### src/rtl/mult_booth_r4_pkg.sv
// rtl/mult_booth_r4_pkg.sv - shared types and helpers for the radix-4 Booth multiplier
// Contents:
//   state_t        : control FSM states (IDLE, RUN, DONE)
//   booth_digit_t  : decoded radix-4 Booth digit selecting 0, +/-A or +/-2A
//   ext_w()        : extended operand width for a given operand width
//   iter_cnt()     : number of radix-4 digits retired for a given operand width
//   booth_decode() : multiplier triplet -> Booth digit
package mult_booth_r4_pkg;

    typedef enum logic [1:0] {
        S_IDLE = 2'd0,
        S_RUN  = 2'd1,
        S_DONE = 2'd2
    } state_t;

    typedef enum logic [2:0] {
        BD_ZERO = 3'd0,
        BD_POS1 = 3'd1,
        BD_POS2 = 3'd2,
        BD_NEG1 = 3'd3,
        BD_NEG2 = 3'd4
    } booth_digit_t;

    // Two guard bits let unsigned operands be treated as positive signed
    // values and keep the digit count an integer.
    function automatic int ext_w(input int w);
        return w + 2;
    endfunction

    function automatic int iter_cnt(input int w);
        return w / 2 + 1;
    endfunction

    // Triplet is {b[2i+1], b[2i], b[2i-1]} with an implicit 0 below the LSB.
    function automatic booth_digit_t booth_decode(input logic [2:0] trip);
        booth_digit_t d;
        case (trip)
            3'b001, 3'b010: d = BD_POS1;
            3'b011:         d = BD_POS2;
            3'b100:         d = BD_NEG2;
            3'b101, 3'b110: d = BD_NEG1;
            default:        d = BD_ZERO;
        endcase
        return d;
    endfunction

endpackage

### src/rtl/sign_zero_extend.sv
// rtl/sign_zero_extend.sv - widen an operand by sign or zero extension
// Ports:
//   is_signed : 1 = replicate din MSB into the new bits, 0 = fill with zero
//   din       : IN_W-bit input operand
//   dout      : OUT_W-bit extended operand (OUT_W must exceed IN_W)
module sign_zero_extend #(
    parameter int IN_W  = 32,
    parameter int OUT_W = 34
) (
    input  logic             is_signed,
    input  logic [IN_W-1:0]  din,
    output logic [OUT_W-1:0] dout
);

    assign dout = {{(OUT_W-IN_W){is_signed & din[IN_W-1]}}, din};

endmodule

### src/rtl/mult_booth_r4.sv
// rtl/mult_booth_r4.sv - sequential radix-4 Booth multiplier, one digit per clock
// Ports:
//   clock        : rising-edge clock
//   reset_n      : asynchronous active-low reset
//   start        : begin a multiply (accepted in IDLE or DONE only)
//   is_signed    : operand mode, captured with start
//   multiplicand : operand A, captured with start
//   multiplier   : operand B, captured with start
//   busy         : operation in progress
//   done         : one-cycle pulse, product/ovf valid
//   product      : 2*WIDTH-bit result, held until the next done
//   ovf          : product does not fit in WIDTH bits for the captured mode
// WIDTH must be even and at least 4.
module mult_booth_r4
    import mult_booth_r4_pkg::*;
#(
    parameter int WIDTH = 32
) (
    input  logic               clock,
    input  logic               reset_n,
    input  logic               start,
    input  logic               is_signed,
    input  logic [WIDTH-1:0]   multiplicand,
    input  logic [WIDTH-1:0]   multiplier,
    output logic               busy,
    output logic               done,
    output logic [2*WIDTH-1:0] product,
    output logic               ovf
);

    localparam int EXT_W = ext_w(WIDTH);
    localparam int ITER  = iter_cnt(WIDTH);
    localparam int ACC_W = EXT_W + 2;
    localparam int CNT_W = $clog2(ITER);

    state_t state_q, state_d;

    logic [EXT_W-1:0]   a_ext, b_ext;
    logic [EXT_W-1:0]   a_q;
    logic [ACC_W-1:0]   hi_q;
    logic [EXT_W-1:0]   lo_q;
    logic               prev_q;
    logic               signed_q;
    logic [CNT_W-1:0]   cnt_q;
    logic [2*WIDTH-1:0] product_q;
    logic               ovf_q;

    booth_digit_t       digit;
    logic [ACC_W-1:0]   a_acc, a2_acc, addend, sum;
    logic [ACC_W-1:0]   next_hi;
    logic [EXT_W-1:0]   next_lo;
    logic [2*WIDTH-1:0] final_prod;
    logic               final_ovf;
    logic               accept, last_step;

    sign_zero_extend #(.IN_W(WIDTH), .OUT_W(EXT_W)) u_ext_a (
        .is_signed (is_signed),
        .din       (multiplicand),
        .dout      (a_ext)
    );

    sign_zero_extend #(.IN_W(WIDTH), .OUT_W(EXT_W)) u_ext_b (
        .is_signed (is_signed),
        .din       (multiplier),
        .dout      (b_ext)
    );

    assign accept    = start && (state_q == S_IDLE || state_q == S_DONE);
    assign last_step = (state_q == S_RUN) && (cnt_q == CNT_W'(ITER - 1));

    always_ff @(posedge clock or negedge reset_n) begin
        if (!reset_n) state_q <= S_IDLE;
        else          state_q <= state_d;
    end

    always_comb begin
        state_d = state_q;
        case (state_q)
            S_IDLE:  if (start) state_d = S_RUN;
            S_RUN:   if (last_step) state_d = S_DONE;
            S_DONE:  state_d = start ? S_RUN : S_IDLE;
            default: state_d = S_IDLE;
        endcase
    end

    // One Booth step: add the selected multiple of A into the upper half,
    // then shift the {hi, lo} pair right by two with sign fill. The
    // multiplier bits drain out of lo as product bits fill in from hi.
    always_comb begin
        digit  = booth_decode({lo_q[1:0], prev_q});
        a_acc  = {{2{a_q[EXT_W-1]}}, a_q};
        a2_acc = {a_q[EXT_W-1], a_q, 1'b0};
        addend = '0;
        case (digit)
            BD_POS1: addend = a_acc;
            BD_POS2: addend = a2_acc;
            BD_NEG1: addend = -a_acc;
            BD_NEG2: addend = -a2_acc;
            default: addend = '0;
        endcase
        sum        = hi_q + addend;
        next_hi    = {{2{sum[ACC_W-1]}}, sum[ACC_W-1:2]};
        next_lo    = {sum[1:0], lo_q[EXT_W-1:2]};
        final_prod = {next_hi[WIDTH-3:0], next_lo};
        if (signed_q)
            final_ovf = !((&final_prod[2*WIDTH-1:WIDTH-1]) || !(|final_prod[2*WIDTH-1:WIDTH-1]));
        else
            final_ovf = |final_prod[2*WIDTH-1:WIDTH];
    end

    always_ff @(posedge clock or negedge reset_n) begin
        if (!reset_n) begin
            a_q       <= '0;
            hi_q      <= '0;
            lo_q      <= '0;
            prev_q    <= 1'b0;
            signed_q  <= 1'b0;
            cnt_q     <= '0;
            product_q <= '0;
            ovf_q     <= 1'b0;
        end else if (accept) begin
            a_q      <= a_ext;
            hi_q     <= '0;
            lo_q     <= b_ext;
            prev_q   <= 1'b0;
            signed_q <= is_signed;
            cnt_q    <= '0;
        end else if (state_q == S_RUN) begin
            hi_q   <= next_hi;
            lo_q   <= next_lo;
            prev_q <= lo_q[1];
            if (last_step) begin
                cnt_q     <= '0;
                product_q <= final_prod;
                ovf_q     <= final_ovf;
            end else begin
                cnt_q <= cnt_q + CNT_W'(1);
            end
        end
    end

    assign busy    = (state_q == S_RUN);
    assign done    = (state_q == S_DONE);
    assign product = product_q;
    assign ovf     = ovf_q;

endmodule

### config.mk
export PLATFORM = sky130hd
export DESIGN_NAME = mult_booth_r4
export DESIGN_NICKNAME = d
export VERILOG_FILES = /design/src/rtl/mult_booth_r4_pkg.sv /design/src/rtl/sign_zero_extend.sv /design/src/rtl/mult_booth_r4.sv
export SDC_FILE = /design/constraint.sdc
export NUM_CORES = 1
export LEC_CHECK = 0
export CORE_ASPECT_RATIO = 1.2
export CORE_MARGIN = 10
export CORE_UTILIZATION = 55
export CTS_CLUSTER_DIAMETER = 200
export DETAILED_ROUTE_END_ITERATION = 10
export GPL_ROUTABILITY_DRIVEN = 0
export PLACE_DENSITY = 0.81
export SETUP_SLACK_MARGIN = 0.1
export SYNTH_ARGS = -nofsm -noshare
export SYNTH_HDL_FRONTEND = slang
export SYNTH_HIERARCHICAL = 1
export SYNTH_SLANG_ARGS = --single-unit
### constraint.sdc
create_clock -name clock -period 8.8 [get_ports clock]
set_input_delay 1.76 -clock clock [delete_from_list [all_inputs] [get_ports clock]]
set_output_delay 1.76 -clock clock [all_outputs]
set_load 0.02 [all_outputs]
==> impl_summary.txt <==
----------------------------------------------------
[Floorplanning]
  I/O pin count ... 135
  Core Footprint ... 21000 um2
  Core Rows ... 58
  Die Outline Area ... 27800 um2
  Die width ... 154 um
  Vert. Die Dim ... 181 um
  Starting Density ... 56.1%

[Placement]
  Detailed placement HPWL ... 22300 um
  Count of input and output buffers ... 134
  Place WS ... 3.19 ns

[CTS]
  Htree depth ... 4
  Clk_lat worst skew ... 0.45 ns
  Number of buffers on the longest clock path ... 2
  Resize count post-CTS ... 0
  Number of buffers created by CTS ... 17
  CTS sink count ... 176
  Clock slew seen by the registers of the worst setup and hold paths ... 0.08 ns
  CTS Hold Buffers Added ... 0
  CTS tree ... built
  CTS Root Buffer Type ... sky130_fd_sc_hd__clkbuf_16
  Post-CTS Repair Setup Buffers ... 0

[Detailed routing]
  Number of nets still failing antenna checks after routing ... 0
  Via count ... 10500
  DRC violations left ... 0
  Routed WL ... 31500 um
  Initial DRC count ... 819
  Count of TritonRoute iterations in the first routing pass ... 5
  Average wire per standard cell ... 17.8 um
  Via count normalized by instance count ... 5.92

[GRT]
  Via count of the first global-routing pass ... 10500
  Antenna violations before repair ... 0
  Largest net degree at the start of global routing ... 102
  GRT Resource Usage Total ... 22.1%
  Wire length of the first global-routing pass ... 51800 um
  Remaining Overflow, GRT ... 0

[Logic synthesis]
  Post-synthesis sequential area ratio ... 37.3%
  Yosys synthesis warning count ... 6
  Dominant synthesized flop cell ... sky130_fd_sc_hd__dfrtp_1
  Share of synthesized flip-flops with an asynchronous set or reset ... 100%
  Mapped Cells ... 1479
  Largest area contributor in the netlist ... sky130_fd_sc_hd__dfrtp_1
  Mean area per synthesized cell ... 7.98 um2
  EDFF count, synth ... 0
  Share of the synthesized area in the top cell type ... 37.3%
  Number of unique standard cell types used by synthesis ... 86
  Post-Syn Nets ... 1586
  Number of storage elements in the synthesis netlist ... 176
  Post-synthesis instance area ... 11800 um2
  Most area-consuming cells after synthesis ... sky130_fd_sc_hd__dfrtp_1, sky130_fd_sc_hd__nand2_1, sky130_fd_sc_hd__buf_4

[Cells and area]
  # diodes ... 0
  Fraction of layout cells with a size suffix above 1 ... 5.54%
  Final standard cell utilization of the core ... 63.7%
  Area growth syn-to-layout ... 13.5%
  Most common cell after layout, fill and taps aside ... sky130_fd_sc_hd__nand2_1
  Net total in the final layout ... 1593
  Most frequent cells in the layout ... sky130_fd_sc_hd__nand2_1, sky130_fd_sc_hd__dfrtp_1, sky130_fd_sc_hd__clkdlybuf4s50_1, sky130_fd_sc_hd__o21ai_0, sky130_fd_sc_hd__nor2_1

[STA]
  Clk_skew ... 0.0164 ns
  Slew margin rel. ... 36.3%
  Total negative slack for setup checks ... 0 ns
  Final Hold Viols ... 0
  Transition time of the tightest slew-check pin ... 0.956 ns
  Post-layout minimum cycle time ... 5.68 ns
  Setup slack after layout ... 3.12 ns
  Fmax ... 0.176 GHz
  Number of slew-limit violations in the final report ... 0
  Final number of setup-violating endpoints ... 0
  Unrepaired setup endpoints after global routing ... no
  Final critical-path share of the clock period ... 64.5%

[Worst setup path]
  Highest fanout seen on the critical path ... 35
  Slack of the worst reg-to-reg path ... 3.12 ns
  Critical path data required time ... 9.12 ns
  Launching point of the worst reg2reg path ... prev_q
  Sort of element at the start of the critical path ... flop
  Arrival time at the worst endpoint ... 5.99 ns
  Worst setup startpoint ... prev_q
  Worst Setup Path Type ... flop to flop
  Critical path endpoint category ... flop

[Hold path]
  Class of the tightest hold or removal check ... flop to flop
  Startpoint of the lowest-slack hold path ... product[11]

[Outcome]
  Run status ... complete, no violations

[Flow run]
  # Max-Cap Violations ... 0

----------------------------------------------------
[layout make-up]
type / count / area [um2]
Sequential cell: 176 / 4400
Timing Repair Buffer: 148 / 1450
Multi-Input combinational cell: 1117 / 6460
Inverter: 26 / 97.6
Tap cell: 270 / 338
Clock inverter: 15 / 236
Clock buffer: 17 / 425
Fill cell: 1832 / 7640
[metrics by stage]
stage | hold slack [ns] | instance area (um2) | cells
after floorplan | 0.446 | 11800 | 1479
after global placement | 0.457 | 12700 | 1737
after detailed placement | 0.461 | 12700 | 1737
after CTS | 0.480 | 13400 | 1769
after global routing | 0.500 | 13400 | 1769
final | 0.478 | 13400 | 1769
[metal layers]
| metal | global-route usage, % | share of wire (%) |
|---|---|---|
| met1 | 25.9 | 40 |
| met2 | 37.8 | 50 |
| met3 | 4.78 | 5.8 |
| met4 | 10.1 | 3.8 |
| met5 | 0 | 0 |
[synth_stat cells (14+ instances only)]
cell type                  number
sky130_fd_sc_hd__nand2_1      423
sky130_fd_sc_hd__a31oi_1       32
sky130_fd_sc_hd__xnor2_1       42
sky130_fd_sc_hd__o21ai_0       83
sky130_fd_sc_hd__inv_1         24
sky130_fd_sc_hd__a22o_1        22
sky130_fd_sc_hd__nand2b_1      23
sky130_fd_sc_hd__xor2_1        25
sky130_fd_sc_hd__nor4_1        14
sky130_fd_sc_hd__clkbuf_1      75
sky130_fd_sc_hd__buf_4         66
sky130_fd_sc_hd__a22oi_1       24
sky130_fd_sc_hd__ha_1          38
sky130_fd_sc_hd__dfrtp_1      176
sky130_fd_sc_hd__buf_1         14
sky130_fd_sc_hd__a21o_1        17
sky130_fd_sc_hd__a21oi_1       56
sky130_fd_sc_hd__nor3_1        27
sky130_fd_sc_hd__nand3_1       26
sky130_fd_sc_hd__nor2_1        77
[kinds of logic (layout without fill, tap and decap cells)]
kind of cell | after synthesis | count (layout) | share of synthesized area (%)
buffers and inverters | 186 | 206 | 8.17
adders and majority gates | 39 | 39 | 4.20
xor gates and xnor gates | 67 | 67 | 4.97
DFF | 176 | 176 | 37.3
muxes | 12 | 12 | 1.03
and+or+nand+nor | 672 | 672 | 25.4
AOI/OAI and AO/OA | 327 | 327 | 18.9
[final timing paths]
check / end / cells past startpoint
max reg2reg: ovf / 16
max in group asynchronous: product[57] / 2
min: product[11] / 2
max: ovf / 16
min in group asynchronous: product[2] / 1
min reg2reg: product[11] / 2
[worst max-delay path, stage by stage (launching register included)]
cell and delay (ns):
sky130_fd_sc_hd__dfrtp_1 0.51, sky130_fd_sc_hd__buf_4 0.40, sky130_fd_sc_hd__nand2_1 0.42, sky130_fd_sc_hd__nor2_1 0.64, sky130_fd_sc_hd__a21oi_1 0.14, sky130_fd_sc_hd__o21ai_0 0.34, sky130_fd_sc_hd__ha_1 0.38, sky130_fd_sc_hd__o21ai_0 0.26
sky130_fd_sc_hd__o21ai_0 0.19, sky130_fd_sc_hd__a221oi_4 0.52, sky130_fd_sc_hd__o21bai_1 0.16, sky130_fd_sc_hd__xnor2_1 0.50, sky130_fd_sc_hd__nand4_1 0.17, sky130_fd_sc_hd__nor4_1 0.29, sky130_fd_sc_hd__nand4_1 0.14, sky130_fd_sc_hd__o41ai_1 0.38
sky130_fd_sc_hd__nand2_1 0.10
[state kept, by name, indices dropped and copies added (netlist names)]
signal    cells
cnt_q         5
state_q       2
signed_q      1
lo_q         34
prev_q        1
product      64
hi_q         34
a_q          34
ovf           1
Power is left out: the tool's default activity adds up to more than one toggle a clock period on the data nets, which glitch-free logic cannot reach.
